--- src/rtl/tlb_op_seq_if.sv ---
// rtl/tlb_op_seq_if.sv - request, TLB port, CSR and flush signal bundle for the TLB op sequencer
interface tlb_op_seq_if #(
    parameter int TLBNUM = 16
);
    localparam int IW = $clog2(TLBNUM);

    logic          req_valid;
    logic          req_ready;
    logic [2:0]    req_op;
    logic [4:0]    req_inv_op;
    logic [31:0]   req_pc;
    logic [IW-1:0] csr_tlbidx_index;
    logic          cancel;
    logic          tlb_s_req;
    logic          tlb_s_hit;
    logic [IW-1:0] tlb_s_index;
    logic [IW-1:0] tlb_r_index;
    logic          csr_rd_we;
    logic          tlb_we;
    logic [IW-1:0] tlb_w_index;
    logic          tlb_inv_valid;
    logic [4:0]    tlb_inv_op;
    logic          csr_srch_we;
    logic          csr_srch_hit;
    logic [IW-1:0] csr_srch_index;
    logic          flush_valid;
    logic [31:0]   flush_pc;
    logic          busy;

    modport master (
        output req_valid, req_op, req_inv_op, req_pc, csr_tlbidx_index, cancel,
               tlb_s_hit, tlb_s_index,
        input  req_ready, tlb_s_req, tlb_r_index, csr_rd_we, tlb_we, tlb_w_index,
               tlb_inv_valid, tlb_inv_op, csr_srch_we, csr_srch_hit, csr_srch_index,
               flush_valid, flush_pc, busy
    );

    modport slave (
        input  req_valid, req_op, req_inv_op, req_pc, csr_tlbidx_index, cancel,
               tlb_s_hit, tlb_s_index,
        output req_ready, tlb_s_req, tlb_r_index, csr_rd_we, tlb_we, tlb_w_index,
               tlb_inv_valid, tlb_inv_op, csr_srch_we, csr_srch_hit, csr_srch_index,
               flush_valid, flush_pc, busy
    );
endinterface

--- src/rtl/tlb_op_seq.sv ---
// rtl/tlb_op_seq.sv - sequences TLB srch/rd/wr/fill/invtlb ops from WB into TLB/CSR strobes and a refetch flush
module tlb_op_seq #(
    parameter int TLBNUM = 16
) (
    input  logic        clk,
    input  logic        reset,
    tlb_op_seq_if.slave bus
);
    localparam int IW = $clog2(TLBNUM);

    localparam logic [2:0] OP_SRCH = 3'd0;
    localparam logic [2:0] OP_RD   = 3'd1;
    localparam logic [2:0] OP_WR   = 3'd2;
    localparam logic [2:0] OP_FILL = 3'd3;
    localparam logic [2:0] OP_INV  = 3'd4;

    typedef enum logic [1:0] {
        S_IDLE,
        S_ISSUE,
        S_WAIT,
        S_FLUSH
    } state_t;

    state_t        state_q, state_d;
    logic [2:0]    op_q, op_d;
    logic [4:0]    inv_op_q, inv_op_d;
    logic [31:0]   pc_q, pc_d;
    logic [IW-1:0] idx_q, idx_d;
    logic [IW-1:0] fill_ptr_q, fill_ptr_d;

    logic          live;
    logic          s_req_raw, rd_raw, we_raw, inv_raw, srch_raw, flush_raw;
    logic [IW-1:0] w_index_raw;

    always_ff @(posedge clk) begin
        if (reset) begin
            state_q    <= S_IDLE;
            op_q       <= '0;
            inv_op_q   <= '0;
            pc_q       <= '0;
            idx_q      <= '0;
            fill_ptr_q <= '0;
        end else begin
            state_q    <= state_d;
            op_q       <= op_d;
            inv_op_q   <= inv_op_d;
            pc_q       <= pc_d;
            idx_q      <= idx_d;
            fill_ptr_q <= fill_ptr_d;
        end
    end

    // Side-effect strobes are killed by cancel (and reset) in the same cycle;
    // the flush is never cancellable once FLUSH is reached.
    always_comb begin
        state_d     = state_q;
        op_d        = op_q;
        inv_op_d    = inv_op_q;
        pc_d        = pc_q;
        idx_d       = idx_q;
        fill_ptr_d  = fill_ptr_q;
        live        = ~bus.cancel & ~reset;
        s_req_raw   = 1'b0;
        rd_raw      = 1'b0;
        we_raw      = 1'b0;
        inv_raw     = 1'b0;
        srch_raw    = 1'b0;
        flush_raw   = 1'b0;
        w_index_raw = idx_q;
        bus.req_ready = 1'b0;

        case (state_q)
            S_IDLE: begin
                bus.req_ready = ~bus.cancel;
                if (bus.req_valid && !bus.cancel) begin
                    op_d     = bus.req_op;
                    inv_op_d = bus.req_inv_op;
                    pc_d     = bus.req_pc;
                    idx_d    = bus.csr_tlbidx_index;
                    state_d  = S_ISSUE;
                end
            end
            S_ISSUE: begin
                if (bus.cancel) begin
                    state_d = S_IDLE;
                end else begin
                    state_d = S_FLUSH;
                    case (op_q)
                        OP_SRCH: begin
                            s_req_raw = 1'b1;
                            state_d   = S_WAIT;
                        end
                        OP_RD:   rd_raw = 1'b1;
                        OP_WR:   we_raw = 1'b1;
                        OP_FILL: begin
                            we_raw      = 1'b1;
                            w_index_raw = fill_ptr_q;
                            fill_ptr_d  = fill_ptr_q + 1'b1;
                        end
                        OP_INV:  inv_raw = (inv_op_q <= 5'd6);
                        default: ;
                    endcase
                end
            end
            S_WAIT: begin
                srch_raw = 1'b1;
                state_d  = bus.cancel ? S_IDLE : S_FLUSH;
            end
            S_FLUSH: begin
                flush_raw = 1'b1;
                state_d   = S_IDLE;
            end
            default: state_d = S_IDLE;
        endcase

        bus.busy           = (state_q != S_IDLE);
        bus.tlb_s_req      = s_req_raw & live;
        bus.csr_rd_we      = rd_raw & live;
        bus.tlb_we         = we_raw & live;
        bus.tlb_inv_valid  = inv_raw & live;
        bus.csr_srch_we    = srch_raw & live;
        bus.flush_valid    = flush_raw & ~reset;
        bus.tlb_r_index    = bus.csr_rd_we ? idx_q : '0;
        bus.tlb_w_index    = bus.tlb_we ? w_index_raw : '0;
        bus.tlb_inv_op     = bus.tlb_inv_valid ? inv_op_q : 5'd0;
        bus.csr_srch_hit   = bus.csr_srch_we & bus.tlb_s_hit;
        bus.csr_srch_index = bus.csr_srch_we ? bus.tlb_s_index : '0;
        bus.flush_pc       = bus.flush_valid ? (pc_q + 32'd4) : 32'd0;
    end
endmodule

--- src/flat_wrapper.sv ---
// flat-port wrapper written by rule: the top's interface ports become plain ports
module tlb_op_seq_flat 
#(
    parameter int TLBNUM = 16
)
  (clk, reset, bus_req_valid, bus_req_op, bus_req_inv_op, bus_req_pc, bus_csr_tlbidx_index, bus_cancel, bus_tlb_s_hit, bus_tlb_s_index, bus_req_ready, bus_tlb_s_req, bus_tlb_r_index, bus_csr_rd_we, bus_tlb_we, bus_tlb_w_index, bus_tlb_inv_valid, bus_tlb_inv_op, bus_csr_srch_we, bus_csr_srch_hit, bus_csr_srch_index, bus_flush_valid, bus_flush_pc, bus_busy);
  tlb_op_seq_if #(.TLBNUM(TLBNUM)) bus_i ();
  input  logic clk;
  input  logic reset;
  input wire logic [$bits(bus_i.req_valid)-1:0] bus_req_valid;
  input wire logic [$bits(bus_i.req_op)-1:0] bus_req_op;
  input wire logic [$bits(bus_i.req_inv_op)-1:0] bus_req_inv_op;
  input wire logic [$bits(bus_i.req_pc)-1:0] bus_req_pc;
  input wire logic [$bits(bus_i.csr_tlbidx_index)-1:0] bus_csr_tlbidx_index;
  input wire logic [$bits(bus_i.cancel)-1:0] bus_cancel;
  input wire logic [$bits(bus_i.tlb_s_hit)-1:0] bus_tlb_s_hit;
  input wire logic [$bits(bus_i.tlb_s_index)-1:0] bus_tlb_s_index;
  output wire logic [$bits(bus_i.req_ready)-1:0] bus_req_ready;
  output wire logic [$bits(bus_i.tlb_s_req)-1:0] bus_tlb_s_req;
  output wire logic [$bits(bus_i.tlb_r_index)-1:0] bus_tlb_r_index;
  output wire logic [$bits(bus_i.csr_rd_we)-1:0] bus_csr_rd_we;
  output wire logic [$bits(bus_i.tlb_we)-1:0] bus_tlb_we;
  output wire logic [$bits(bus_i.tlb_w_index)-1:0] bus_tlb_w_index;
  output wire logic [$bits(bus_i.tlb_inv_valid)-1:0] bus_tlb_inv_valid;
  output wire logic [$bits(bus_i.tlb_inv_op)-1:0] bus_tlb_inv_op;
  output wire logic [$bits(bus_i.csr_srch_we)-1:0] bus_csr_srch_we;
  output wire logic [$bits(bus_i.csr_srch_hit)-1:0] bus_csr_srch_hit;
  output wire logic [$bits(bus_i.csr_srch_index)-1:0] bus_csr_srch_index;
  output wire logic [$bits(bus_i.flush_valid)-1:0] bus_flush_valid;
  output wire logic [$bits(bus_i.flush_pc)-1:0] bus_flush_pc;
  output wire logic [$bits(bus_i.busy)-1:0] bus_busy;
  assign bus_i.req_valid = bus_req_valid;
  assign bus_i.req_op = bus_req_op;
  assign bus_i.req_inv_op = bus_req_inv_op;
  assign bus_i.req_pc = bus_req_pc;
  assign bus_i.csr_tlbidx_index = bus_csr_tlbidx_index;
  assign bus_i.cancel = bus_cancel;
  assign bus_i.tlb_s_hit = bus_tlb_s_hit;
  assign bus_i.tlb_s_index = bus_tlb_s_index;
  assign bus_req_ready = bus_i.req_ready;
  assign bus_tlb_s_req = bus_i.tlb_s_req;
  assign bus_tlb_r_index = bus_i.tlb_r_index;
  assign bus_csr_rd_we = bus_i.csr_rd_we;
  assign bus_tlb_we = bus_i.tlb_we;
  assign bus_tlb_w_index = bus_i.tlb_w_index;
  assign bus_tlb_inv_valid = bus_i.tlb_inv_valid;
  assign bus_tlb_inv_op = bus_i.tlb_inv_op;
  assign bus_csr_srch_we = bus_i.csr_srch_we;
  assign bus_csr_srch_hit = bus_i.csr_srch_hit;
  assign bus_csr_srch_index = bus_i.csr_srch_index;
  assign bus_flush_valid = bus_i.flush_valid;
  assign bus_flush_pc = bus_i.flush_pc;
  assign bus_busy = bus_i.busy;
  tlb_op_seq #(.TLBNUM(TLBNUM)) u_core (.clk(clk), .reset(reset), .bus(bus_i));
endmodule
--- config.mk ---
export PLATFORM = sky130hd
export DESIGN_NAME = tlb_op_seq_flat
export DESIGN_NICKNAME = d
export VERILOG_FILES = /design/src/rtl/tlb_op_seq_if.sv /design/src/rtl/tlb_op_seq.sv /design/src/flat_wrapper.sv
export SDC_FILE = /design/constraint.sdc
export NUM_CORES = 1
export LEC_CHECK = 0
export ABC_AREA = 1
export ABC_CLOCK_PERIOD_IN_PS = 1880
export BUFFER_PORTS_ARGS = -buffer_cell sky130_fd_sc_hd__buf_2
export CAP_MARGIN = 20
export CORE_ASPECT_RATIO = 0.7
export CORE_MARGIN = 4
export CORE_UTILIZATION = 29
export CTS_CLUSTER_SIZE = 40
export DETAILED_ROUTE_END_ITERATION = 12
export SLEW_MARGIN = 0
export SYNTH_ARGS = -nofsm -noshare
export SYNTH_HDL_FRONTEND = slang
export SYNTH_SLANG_ARGS = --single-unit
--- constraint.sdc ---
create_clock -name clk -period 1.88 [get_ports clk]
set_input_delay 0.376 -clock clk [delete_from_list [all_inputs] [get_ports clk]]
set_output_delay 0.376 -clock clk [all_outputs]
set_load 0.05 [all_outputs]
==> tab_implementation.tex, run 1 <==
\begin{tabular}{lr}
\hline
Metric & Value \\
\hline
\multicolumn{2}{l}{\textbf{Flow run}} \\
\quad Max cap viols & 0 \\
\multicolumn{2}{l}{\textbf{Drt}} \\
\quad Detailed Route Iter0 Violations & 184 \\
\quad Drt total wl & 12200 um \\
\quad Avg WL per Cell & 15.1 um \\
\quad Vias per Instance & 4.78 \\
\quad Via count & 3835 \\
\quad Number of antenna-violating nets in the routed design & 0 \\
\quad Iteration count of the initial detailed-routing pass & 4 \\
\quad Post-route DRC violation count & 0 \\
\multicolumn{2}{l}{\textbf{Clocking}} \\
\quad Clock-pin slew on the worst setup and hold paths & 0.07 ns \\
\quad CTS tree & done \\
\quad Hold-fix buffers, CTS & 0 \\
\quad Source-to-sink clock delay at the later pin of the worst-skew pair & 0.30 ns \\
\quad Cts bufs inserted & 5 \\
\quad CTS Buffer Depth & 2 \\
\quad Number of H-tree levels & 2 \\
\quad Number of sinks handled by clock tree synthesis & 50 \\
\quad Cell at the root of the clock tree & clkbuf\_16 \\
\multicolumn{2}{l}{\textbf{Setup path}} \\
\quad Number of buffer and inverter stages on the critical path & 4 \\
\quad Endpoint arrival time on the critical path & 1.84 ns \\
\quad Highest fanout seen on the critical path & 5 \\
\quad Worst setup path category & flip-flop to primary output \\
\quad CP endpoint kind & primary output \\
\quad Most repeated library cell on the critical path & nor2\_4 \\
\quad CP required & 1.50 ns \\
\quad List of cells traversed by the critical path & buf\_6 > inv\_4 > nor2\_4 > nand2\_4 > nor2\_4 > buf\_6 > nand3\_2 > nand2\_2 > nor2\_4 > buf\_8 \\
\quad Top Family by Delay on Critical Path & simple AND/OR/NAND/NOR gates \\
\quad Slowest library cell on the worst path & dfxtp\_2 \\
\quad Peak per-stage delay on the critical path & 0.36 ns \\
\quad Type of origin of the critical path & flip-flop \\
\multicolumn{2}{l}{\textbf{Yosys}} \\
\quad Netlist area before placement & 0.00297 mm\^{}2 \\
\quad Yosys reg bits & 50 \\
\quad Cells after Synth & 495 \\
\quad Leading cell types by count after synthesis & 111 x nor2\_1, 98 x nand2\_1, 63 x inv\_1, 58 x o21ai\_0, 50 x dfxtp\_1 \\
\quad Count of yosys warnings during synthesis & 0 \\
\quad Synth top area cells & dfxtp\_1 34\%, nor2\_1 14\%, nand2\_1 12\%, o21ai\_0 9.8\%, inv\_1 8.0\% \\
\quad Proportion of register bits with asynchronous set or reset after synthesis & 0 \\
\quad Cell accounting for the most synthesized area & dfxtp\_1 \\
\quad Synthesized area per cell & 6.01 um\^{}2 \\
\quad Most used standard cell by instance count after synthesis & nor2\_1 \\
\quad Number of synthesized flops with an enable pin & 0 \\
\quad Proportion of synthesized chip area in sequential cells & 0.337 \\
\quad Proportion of netlist area held by the largest area contributor & 0.337 \\
\quad Ys flop type & dfxtp\_1 \\
\quad Count of cell types in the netlist & 27 \\
\multicolumn{2}{l}{\textbf{Floorplan}} \\
\quad Die Span Y & 92.7 um \\
\quad Number of top-level pins & 111 \\
\quad Die outline width & 129 um \\
\quad Full die area & 0.0120 mm\^{}2 \\
\quad Number of rows in the core area & 30 \\
\quad Initial Util & 0.302 \\
\quad Core outline area & 0.00983 mm\^{}2 \\
\multicolumn{2}{l}{\textbf{STA}} \\
\quad Setup repair after global routing missed its margin & true \\
\quad Max-slew violation count & 0 \\
\quad Worst hold-check slack & 0.332 ns \\
\quad Final-report setup violation count & 40 \\
\quad Final worst path period need & 2.22 ns \\
\quad Count of final hold-check violations & 0 \\
\quad Worst setup slack after layout & -0.338 ns \\
\quad Top achievable clock speed & 0.451 GHz \\
\quad Final worst clock skew & 0.00646 ns \\
\quad Portion of the clock cycle consumed by the worst path in the final layout & 1.18 \\
\multicolumn{2}{l}{\textbf{Finish}} \\
\quad Synthesis-to-finish area growth & 91.2\% \\
\quad Cell Count, Final, Fillers Out & 803 \\
\quad Share of final-layout standard cells stronger than drive strength 1 & 0.559 \\
\quad Core Util, Final & 0.578 \\
\quad Total number of nets in the final design & 729 \\
\quad \# diodes & 0 \\
\quad Filler cell count & 900 \\
\multicolumn{2}{l}{\textbf{Pwr}} \\
\quad Max rail drop VDD & 0.000352 V \\
\quad Pwr Total & 2.75 mW \\
\quad Total power divided by cell area & 484 mW/mm\^{}2 \\
\quad LEAKAGE & 2.32 nW \\
\multicolumn{2}{l}{\textbf{Worst hold path}} \\
\quad Type of the tightest min-delay check & input pin to flip-flop \\
\multicolumn{2}{l}{\textbf{Placed design}} \\
\quad Final GP Congestion & 0.868 \\
\quad Number of placed cells counting well taps & 771 \\
\quad Minimum setup slack after placement & -0.218 ns \\
\quad IO buf count & 108 \\
\quad Post-DP HPWL & 8420 um \\
\multicolumn{2}{l}{\textbf{Global routing}} \\
\quad Pin count of the biggest net entering global routing & 47 \\
\quad Global route total overflow & 0 \\
\quad Gr usage total & 0.199 \\
\quad Number of antenna violations at the first check in global routing & 0 \\
\quad First-pass GRT wire length & 18800 um \\
\quad Number of global-route vias before repair & 3814 \\
\multicolumn{2}{l}{\textbf{Outcome}} \\
\quad Violations in the final reports & setup timing \\
\quad Run status & finished with violations \\
\hline
\end{tabular}
-- final cells by class --
| type | instances | area, um^2 | share of cell area |
|---|---|---|---|
| clock inverters | 3 | 40.0 | 0.00705 |
| flip-flops and latches | 50 | 1050 | 0.185 |
| repair buffers | 189 | 1680 | 0.295 |
| well taps | 128 | 160 | 0.0282 |
| clock buffers | 5 | 125 | 0.0220 |
| multi-input cells | 364 | 2360 | 0.415 |
| inverters | 64 | 272 | 0.0478 |
-- repair_timing --
action | 4_1_cts | 5_1_grt
gates cloned | 1 | 0
setup endpoints to repair | 51 | 53
pin swaps | 38 | 27
setup buffers | 15 | 11
gates resized for setup | 264 | 84
-- cells by family after synthesis --
group | synth area share
buf+inv | 0.118
flops | 0.337
simple gates | 0.340
fa+ha+maj | 0.00842
other cells | 0.00126
compound gates | 0.192
xor+xnor | 0.00295
-- path summary, 6_finish.rpt --
| check | start | to | slack [ns] | cells past startpoint |
|---|---|---|---|---|
| max | u_core.pc_q[2] | bus_flush_pc[27] | -0.34 | 10 |
| min | bus_req_inv_op[3] | u_core.inv_op_q[3] | 0.33 | 3 |
| max reg2reg | u_core.state_q[0] | u_core.pc_q[31] | 0.12 | 7 |
| min reg2reg | u_core.fill_ptr_q[3] | u_core.fill_ptr_q[3] | 0.47 | 2 |
-- power breakdown --
| part | leakage [nW] | switching [mW] | total [mW] | internal, mW |
|---|---|---|---|---|
| sequential | 0.423 | 0.0798 | 1.22 | 1.14 |
| combinational | 1.81 | 0.287 | 0.478 | 0.190 |
| clock | 0.0836 | 0.431 | 1.06 | 0.624 |
| total | 2.32 | 0.798 | 2.75 | 1.95 |
-- state kept, by name, indices dropped and copies added (netlist names) --
name and cells:
u_core.state_q 2, u_core.idx_q 4, u_core.op_q 3, u_core.fill_ptr_q 4
u_core.pc_q 32, u_core.inv_op_q 5
-- worst reg2reg max path, stage by stage, from the launching register on --
cell	delay (ns)
dfxtp_4	0.36
buf_6	0.12
or2_4	0.24
nor2_4	0.09
nand2_2	0.19
buf_12	0.25
o21ai_0	0.31
a21oi_1	0.07
-- layout by cell type, fill, tap and decap left out, drive strengths merged, types with 2 or more instances in the layout --
| master | synthesis | layout |
|---|---|---|
| conb | 1 | 2 |
| nor3 | 4 | 4 |
| nand4 | 2 | 2 |
| ha | 2 | 2 |
| clkbuf | 9 | 5 |
| clkinv | 0 | 3 |
| nor2 | 118 | 118 |
| nand3 | 21 | 21 |
| inv | 64 | 62 |
| o21ai | 59 | 59 |
| o21a | 2 | 2 |
| buf | 9 | 189 |
| nand2 | 100 | 100 |
| a21oi | 48 | 48 |
| dfxtp | 50 | 50 |
| a2bb2oi | 2 | 2 |
-- per-layer routing --
metal  global-route usage  wire length [um]  up-vias
li1                     -                 -     1931
met1                0.278              5730     1780
met2                0.315              5630      113
met3               0.0346               688       11
met4               0.0516               119        0
met5                    0                 0        -
-- metrics by stage --
stage	area, um^2	setup TNS, ns
after CTS	5330	-5.61
after floorplan	3170	-0.767
after detailed placement	4210	-2.16
final	5680	-6.81
after global routing	5680	-10.14
after global placement	4210	-1.50
Power figures use the tool's default switching activity.
==> run 2: changes to the inputs <==
--- a/config.mk
+++ b/config.mk
@@ -9,7 +9,7 @@
 export ABC_CLOCK_PERIOD_IN_PS = 1880
 export BUFFER_PORTS_ARGS = -buffer_cell sky130_fd_sc_hd__buf_2
 export CAP_MARGIN = 20
-export CORE_ASPECT_RATIO = 0.7
+export CORE_ASPECT_RATIO = 1.75
 export CORE_MARGIN = 4
 export CORE_UTILIZATION = 29
 export CTS_CLUSTER_SIZE = 40
==> tab_implementation.tex, run 2 (synthesis gave the netlist of run 1 again) <==
\begin{tabular}{lr}
\hline
Metric & Value \\
\hline
\multicolumn{2}{l}{\textbf{STA}} \\
\quad Max-slew violation count & 0 (unchanged) \\
\quad Final worst clock skew & 0.00527 ns (was 0.00646 ns) \\
\quad Top achievable clock speed & 0.467 GHz (was 0.451 GHz) \\
\quad Worst hold-check slack & 0.341 ns (was 0.332 ns) \\
\quad Final worst path period need & 2.14 ns (was 2.22 ns) \\
\quad Worst setup slack after layout & -0.261 ns (was -0.338 ns) \\
\quad Count of final hold-check violations & 0 (unchanged) \\
\quad Final-report setup violation count & 40 (unchanged) \\
\quad Setup repair after global routing missed its margin & true (unchanged) \\
\quad Portion of the clock cycle consumed by the worst path in the final layout & 1.14 (was 1.18) \\
\multicolumn{2}{l}{\textbf{Floorplan}} \\
\quad Die Span Y & 142 um (was 92.7 um) \\
\quad Full die area & 0.0120 mm\^{}2 (about the same) \\
\quad Core outline area & 0.00997 mm\^{}2 (was 0.00983 mm\^{}2) \\
\quad Number of top-level pins & 111 (unchanged) \\
\quad Initial Util & 0.298 (was 0.302) \\
\quad Die outline width & 84.5 um (was 129 um) \\
\quad Number of rows in the core area & 48 (was 30) \\
\multicolumn{2}{l}{\textbf{Setup path}} \\
\quad Worst setup path category & flip-flop to primary output (unchanged) \\
\quad Peak per-stage delay on the critical path & 0.36 ns (about the same) \\
\quad Highest fanout seen on the critical path & 5 (unchanged) \\
\quad CP required & 1.50 ns (about the same) \\
\quad Depth of the worst register-to-register path & 7 (unchanged) \\
\quad List of cells traversed by the critical path & buf\_6 > inv\_4 > nor2\_4 > nand2\_4 > nor2\_4 > nand2\_2 > nand2\_2 > nand2\_2 > nor2\_4 > buf\_6 (was buf\_6 > inv\_4 > nor2\_4 > nand2\_4 > nor2\_4 > buf\_6 > nand3\_2 > nand2\_2 > nor2\_4 > buf\_8) \\
\quad Endpoint arrival time on the critical path & 1.76 ns (was 1.84 ns) \\
\quad Slowest library cell on the worst path & dfxtp\_4 (was dfxtp\_2) \\
\quad Worst setup slack for register-to-register paths & 0.21 ns (was 0.12 ns) \\
\quad CP endpoint kind & primary output (unchanged) \\
\quad Type of origin of the critical path & flip-flop (unchanged) \\
\multicolumn{2}{l}{\textbf{Placed design}} \\
\quad IO buf count & 108 (unchanged) \\
\quad Final GP Congestion & 0.914 (was 0.868) \\
\quad Post-DP HPWL & 8690 um (was 8420 um) \\
\quad Placed standard-cell area & 0.00420 mm\^{}2 (was 0.00421 mm\^{}2) \\
\multicolumn{2}{l}{\textbf{Finish}} \\
\quad Max FFs per register & 32 (unchanged) \\
\quad Most frequent cells in the layout & 67 x nand2\_1, 61 x buf\_4, 59 x buf\_6, 56 x buf\_2, 51 x inv\_1 (was 67 x buf\_6, 66 x nand2\_1, 55 x buf\_2, 52 x buf\_4) \\
\quad Register ranked first by flip-flop count & u\_core.pc\_q (unchanged) \\
\quad Finished Cell Area & 0.00562 mm\^{}2 (was 0.00568 mm\^{}2) \\
\quad Total number of nets in the final design & 730 (was 729) \\
\quad \# diodes & 0 (unchanged) \\
\quad Registers with the most flip-flops & u\_core.pc\_q (32), u\_core.inv\_op\_q (5) (unchanged) \\
\quad Synthesis-to-finish area growth & 89.2\% (was 91.2\%) \\
\quad Share of final-layout standard cells stronger than drive strength 1 & 0.565 (was 0.559) \\
\quad Core Util, Final & 0.564 (was 0.578) \\
\quad Leading cell type in the layout, fill and taps excluded & nand2\_1 (was buf\_6) \\
\multicolumn{2}{l}{\textbf{Clocking}} \\
\quad Number of sinks handled by clock tree synthesis & 50 (unchanged) \\
\quad Cts bufs inserted & 5 (unchanged) \\
\quad CTS Buffer Depth & 2 (unchanged) \\
\quad Hold-fix buffers, CTS & 0 (unchanged) \\
\quad Clock-pin slew on the worst setup and hold paths & 0.07 ns (about the same) \\
\quad Cell at the root of the clock tree & clkbuf\_16 (unchanged) \\
\quad Source-to-sink clock delay at the later pin of the worst-skew pair & 0.29 ns (was 0.30 ns) \\
\quad CTS tree & done (unchanged) \\
\quad Number of H-tree levels & 2 (unchanged) \\
\multicolumn{2}{l}{\textbf{Pwr}} \\
\quad Pwr Total & 2.68 mW (was 2.75 mW) \\
\quad Total power divided by cell area & 476 mW/mm\^{}2 (was 484 mW/mm\^{}2) \\
\quad Max rail drop VDD & 0.000387 V (was 0.000352 V) \\
\quad LEAKAGE & 2.30 nW (was 2.32 nW) \\
\multicolumn{2}{l}{\textbf{Outcome}} \\
\quad Violations in the final reports & setup timing (unchanged) \\
\quad Run status & finished with violations (unchanged) \\
\multicolumn{2}{l}{\textbf{Worst hold path}} \\
\quad Type of the tightest min-delay check & input pin to flip-flop (unchanged) \\
\quad Hold Crit Depth & 3 (unchanged) \\
\multicolumn{2}{l}{\textbf{Global routing}} \\
\quad Gr usage total & 0.190 (was 0.199) \\
\quad Global route total overflow & 0 (unchanged) \\
\quad Pin count of the biggest net entering global routing & 40 (was 47) \\
\quad First-pass GRT wire length & 18300 um (was 18800 um) \\
\quad Number of antenna violations at the first check in global routing & 0 (unchanged) \\
\quad Number of global-route vias before repair & 4053 (was 3814) \\
\multicolumn{2}{l}{\textbf{Flow run}} \\
\quad Max cap viols & 0 (unchanged) \\
\multicolumn{2}{l}{\textbf{Drt}} \\
\quad Avg WL per Cell & 15.1 um (about the same) \\
\quad Drt total wl & 12100 um (was 12200 um) \\
\quad Vias per Instance & 4.78 (about the same) \\
\quad Iteration count of the initial detailed-routing pass & 4 (unchanged) \\
\quad Detailed Route Iter0 Violations & 138 (was 184) \\
\quad Via count & 3832 (was 3835) \\
\quad Number of antenna-violating nets in the routed design & 0 (unchanged) \\
\quad Post-route DRC violation count & 0 (unchanged) \\
\hline
\end{tabular}
run 2: cell count changes in the layout (fill, tap and decap cells not counted), sizes merged:
| cell | before | now |
|---|---|---|
| clkinv | 3 | 1 |
| buf | 189 | 190 |
| bufinv | 1 | 0 |
| clkbuf | 5 | 7 |
| inv | 62 | 63 |
run 2: final timing paths:
check,start,endpoint
max,u_core.pc_q[2],bus_flush_pc[19]
min,bus_req_pc[7],u_core.pc_q[7]
max reg2reg,u_core.state_q[0],u_core.pc_q[8]
min reg2reg,u_core.pc_q[0],u_core.pc_q[0]
run 2: area by class of cell:
cell class | count | area (um^2)
clock buffer | 7 | 153
multi-input combinational | 364 | 2360
fill | 928 | 4350
inverter | 64 | 269
clock inverter | 1 | 8.76
tap | 125 | 156
timing repair buffer | 190 | 1630
sequential | 50 | 1050
run 2: per-layer routing:
layer / routed length, um / share of wire / up-vias / global-route usage
met5: 0 / 0 / - / 0
met2: 6720 / 0.55 / 127 / 0.374
li1: - / - / 1918 / -
met3: 599 / 0.049 / 35 / 0.0371
met1: 4280 / 0.35 / 1752 / 0.180
met4: 530 / 0.044 / 0 / 0.0992
run 2: through the flow:
step                      std cells  setup WS (ns)  TNS [ns]
final                           801         -0.261     -6.09
after CTS                       791         -0.259     -5.82
after floorplan                 496         -0.199    -0.767
after detailed placement        769         -0.250     -2.40
after global placement          769         -0.225     -1.68
after global routing            801         -0.349    -10.04
run 2: what timing repair did:
action / 4_1_cts / 5_1_grt
pin swaps: 28 / 51
setup endpoints to repair: 53 / 51
setup buffers: 15 / 12
gates resized for setup: 225 / 116
run 2: critical path: cells and delay by family (launching register included):
family | cells | cell delay (ns)
simple gates | 7 | 0.80
buf+inv | 3 | 0.30
flops | 1 | 0.36
run 2: report_power, final:
| group | internal (mW) | total [mW] | switching (mW) |
|---|---|---|---|
| registers | 1.14 | 1.21 | 0.0760 |
| clock network | 0.569 | 0.986 | 0.417 |
| logic | 0.192 | 0.479 | 0.287 |
==> run 3: changes to the inputs <==
--- a/config.mk
+++ b/config.mk
@@ -12,6 +12,7 @@
 export CORE_ASPECT_RATIO = 1.75
 export CORE_MARGIN = 4
 export CORE_UTILIZATION = 29
+export CTS_BUF_LIST = sky130_fd_sc_hd__clkbuf_2 sky130_fd_sc_hd__clkbuf_4 sky130_fd_sc_hd__clkbuf_8
 export CTS_CLUSTER_SIZE = 40
 export DETAILED_ROUTE_END_ITERATION = 12
 export SLEW_MARGIN = 0
==> tab_implementation.tex, run 3 (synthesis gave the netlist of run 1 again) <==
\begin{tabular}{lr}
\hline
Metric & Value \\
\hline
\multicolumn{2}{l}{\textbf{Placed design}} \\
\quad Final GP Congestion & 0.914 (unchanged) \\
\quad IO buf count & 108 (unchanged) \\
\quad Placed standard-cell area & 0.00420 mm\^{}2 (unchanged) \\
\quad Post-DP HPWL & 8690 um (unchanged) \\
\quad Number of placed cells counting well taps & 769 (unchanged) \\
\multicolumn{2}{l}{\textbf{STA}} \\
\quad Top achievable clock speed & 0.463 GHz (was 0.467 GHz) \\
\quad Final worst path period need & 2.16 ns (was 2.14 ns) \\
\quad Worst setup slack after layout & -0.278 ns (was -0.261 ns) \\
\quad Max-slew violation count & 0 (unchanged) \\
\quad Final-report setup violation count & 41 (was 40) \\
\quad Final worst clock skew & 0.00677 ns (was 0.00527 ns) \\
\quad Portion of the clock cycle consumed by the worst path in the final layout & 1.15 (was 1.14) \\
\quad Setup total negative slack & -6.45 ns (was -6.09 ns) \\
\quad Setup repair after global routing missed its margin & true (unchanged) \\
\quad Count of final hold-check violations & 0 (unchanged) \\
\multicolumn{2}{l}{\textbf{Clocking}} \\
\quad CTS tree & done (unchanged) \\
\quad Hold-fix buffers, CTS & 0 (unchanged) \\
\quad Number of H-tree levels & 2 (unchanged) \\
\quad Cts bufs inserted & 5 (unchanged) \\
\quad Source-to-sink clock delay at the later pin of the worst-skew pair & 0.32 ns (was 0.29 ns) \\
\quad Cell at the root of the clock tree & clkbuf\_8 (was clkbuf\_16) \\
\quad Clock-pin slew on the worst setup and hold paths & 0.10 ns (was 0.07 ns) \\
\quad CTS Buffer Depth & 2 (unchanged) \\
\quad Number of sinks handled by clock tree synthesis & 50 (unchanged) \\
\multicolumn{2}{l}{\textbf{Setup path}} \\
\quad Worst setup path category & flip-flop to primary output (unchanged) \\
\quad Top Family by Delay on Critical Path & simple AND/OR/NAND/NOR gates (unchanged) \\
\quad Highest fanout seen on the critical path & 5 (unchanged) \\
\quad List of cells traversed by the critical path & buf\_4 > inv\_2 > nor2\_4 > nand2\_4 > nor2\_4 > nand2\_2 > nand2\_2 > nand2\_2 > nor2\_4 > buf\_6 (was buf\_6 > inv\_4 > nor2\_4 > nand2\_4 > nor2\_4 > nand2\_2 > nand2\_2 > nand2\_2 > nor2\_4 > buf\_6) \\
\quad Peak per-stage delay on the critical path & 0.37 ns (was 0.36 ns) \\
\quad Number of buffer and inverter stages on the critical path & 3 (unchanged) \\
\quad CP endpoint kind & primary output (unchanged) \\
\quad Capturing point of the worst reg2reg path & u\_core.pc\_q[8] (unchanged) \\
\quad Type of origin of the critical path & flip-flop (unchanged) \\
\quad Crit Reg-Reg Startpoint & u\_core.state\_q[0] (unchanged) \\
\quad Depth of the worst register-to-register path & 7 (unchanged) \\
\quad CP required & 1.50 ns (about the same) \\
\quad Worst setup slack for register-to-register paths & 0.30 ns (was 0.21 ns) \\
\quad Slowest library cell on the worst path & dfxtp\_2 (was dfxtp\_4) \\
\quad Endpoint arrival time on the critical path & 1.78 ns (was 1.76 ns) \\
\multicolumn{2}{l}{\textbf{Worst hold path}} \\
\quad Hold Startpoint & bus\_req\_pc[15] (was bus\_req\_pc[7]) \\
\quad Endpoint, Worst Hold & u\_core.pc\_q[15] (was u\_core.pc\_q[7]) \\
\quad Type of the tightest min-delay check & input pin to flip-flop (unchanged) \\
\quad Hold Crit Depth & 3 (unchanged) \\
\multicolumn{2}{l}{\textbf{Drt}} \\
\quad Via count & 3759 (was 3832) \\
\quad Detailed Route Iter0 Violations & 143 (was 138) \\
\quad Drt total wl & 11500 um (was 12100 um) \\
\quad Avg WL per Cell & 14.5 um (was 15.1 um) \\
\quad Iteration count of the initial detailed-routing pass & 4 (unchanged) \\
\quad Vias per Instance & 4.73 (was 4.78) \\
\quad Post-route DRC violation count & 0 (unchanged) \\
\quad Number of antenna-violating nets in the routed design & 0 (unchanged) \\
\multicolumn{2}{l}{\textbf{Finish}} \\
\quad Finished Cell Area & 0.00537 mm\^{}2 (was 0.00562 mm\^{}2) \\
\quad Registers with the most flip-flops & u\_core.pc\_q (32), u\_core.inv\_op\_q (5) (unchanged) \\
\quad Max FFs per register & 32 (unchanged) \\
\quad \# diodes & 0 (unchanged) \\
\quad Leading cell type in the layout, fill and taps excluded & nand2\_1 (unchanged) \\
\quad Filler cell count & 972 (was 928) \\
\quad Synthesis-to-finish area growth & 80.6\% (was 89.2\%) \\
\quad Share of final-layout standard cells stronger than drive strength 1 & 0.538 (was 0.565) \\
\quad Cell Count, Final, Fillers Out & 794 (was 801) \\
\quad Most frequent cells in the layout & 72 x nand2\_1, 59 x buf\_4, 58 x buf\_6, 55 x buf\_2, 52 x inv\_1 (was 67 x nand2\_1, 61 x buf\_4, 59 x buf\_6, 56 x buf\_2, 51 x inv\_1) \\
\quad Register ranked first by flip-flop count & u\_core.pc\_q (unchanged) \\
\quad Total number of nets in the final design & 723 (was 730) \\
\multicolumn{2}{l}{\textbf{Flow run}} \\
\quad Max cap viols & 0 (unchanged) \\
\multicolumn{2}{l}{\textbf{Pwr}} \\
\quad Clock Power Share & 0.303 (was 0.368) \\
\quad Switching portion of total power & 0.307 (was 0.291) \\
\quad Net switching component of the power & 0.738 mW (was 0.779 mW) \\
\quad Total power divided by cell area & 448 mW/mm\^{}2 (was 476 mW/mm\^{}2) \\
\quad LEAKAGE & 2.18 nW (was 2.30 nW) \\
\quad Max rail drop VDD & 0.000387 V (about the same) \\
\quad Combinational Power Share & 0.194 (was 0.179) \\
\quad Fraction of power consumed by sequential logic & 0.503 (was 0.453) \\
\quad Int Pwr & 1.67 mW (was 1.90 mW) \\
\multicolumn{2}{l}{\textbf{Floorplan}} \\
\quad Full die area & 0.0120 mm\^{}2 (unchanged) \\
\quad Die outline width & 84.5 um (unchanged) \\
\quad Number of top-level pins & 111 (unchanged) \\
\quad Number of rows in the core area & 48 (unchanged) \\
\quad Initial Util & 0.298 (unchanged) \\
\quad Core outline area & 0.00997 mm\^{}2 (unchanged) \\
\quad Die Span Y & 142 um (unchanged) \\
\multicolumn{2}{l}{\textbf{Outcome}} \\
\quad Run status & finished with violations (unchanged) \\
\quad Violations in the final reports & setup timing (unchanged) \\
\multicolumn{2}{l}{\textbf{Global routing}} \\
\quad Number of antenna violations at the first check in global routing & 0 (unchanged) \\
\quad Global route total overflow & 0 (unchanged) \\
\quad Number of global-route vias before repair & 4022 (was 4053) \\
\quad First-pass GRT wire length & 18200 um (was 18300 um) \\
\quad Pin count of the biggest net entering global routing & 40 (unchanged) \\
\quad Gr usage total & 0.187 (was 0.190) \\
\hline
\end{tabular}
-- run 3: final cells by class --
class                           instances  area, um^2  area share
Clock buffer                            7        96.3      0.0179
Clock inverter                          1        8.76     0.00163
Inverter                               64         262      0.0487
Multi-Input combinational cell        364        2260       0.422
Sequential cell                        50        1030       0.193
Tap cell                              125         156      0.0291
Timing Repair Buffer                  183        1550       0.288
-- run 3: layer usage --
metal  up-vias  track usage  wire (um)  part of all wire
met2       116        0.371       6340              0.55
met3        31       0.0353        551             0.048
met4         0       0.0901        503             0.044
met5         -            0          0                 0
li1       1903            -          -                 -
met1      1709        0.180       4090              0.36
-- run 3: how the worst max path moves through the flow --
stage / start / depth (start not counted) / slack, ns / end
6_report: u_core.pc_q[2] / 10 / -0.28 / bus_flush_pc[19]
5_1_grt: u_core.pc_q[11] / 9 / -0.38 / bus_flush_pc[27]
4_1_cts: u_core.pc_q[3] / 10 / -0.29 / bus_flush_pc[28]
3_5_place_dp: u_core.pc_q[3] / 8 / -0.25 / bus_flush_pc[20]
3_3_place_gp: u_core.pc_q[2] / 8 / -0.23 / bus_flush_pc[20]
2_1_floorplan: u_core.pc_q[2] / 8 / -0.20 / bus_flush_pc[31]
-- run 3: what timing repair did --
item | in CTS | in global routing
setup endpoints to repair | 53 | 53
setup buffers | 13 | 5
pin swaps | 28 | 24
resized for setup | 224 | 82
-- run 3: power groups by stage --
| stage | clock network, mW | logic [mW] | registers (mW) |
|---|---|---|---|
| 2_1_floorplan | 0 | 0.247 | 1.20 |
| 3_3_place_gp | 0 | 0.398 | 1.21 |
| 3_5_place_dp | 0 | 0.404 | 1.21 |
| 4_1_cts | 0.744 | 0.444 | 1.20 |
| 5_1_grt | 0.780 | 0.521 | 1.22 |
| 6_report | 0.729 | 0.465 | 1.21 |
-- run 3: tightest hold or removal path, stage by stage --
cell	delay, ns
buf_2	0.07
o21ai_0	0.08
nor2_1	0.08
-- run 3: metrics by stage --
step / total power [mW] / util / setup WS, ns / hold slack [ns]
2_1_floorplan: 1.45 / - / -0.199 / 0.438
3_3_place_gp: 1.61 / 0.421 / -0.225 / 0.452
3_5_place_dp: 1.62 / 0.421 / -0.250 / 0.461
4_1_cts: 2.39 / 0.508 / -0.292 / 0.312
5_1_grt: 2.52 / 0.539 / -0.381 / 0.329
6_report: 2.40 / 0.539 / -0.278 / 0.313
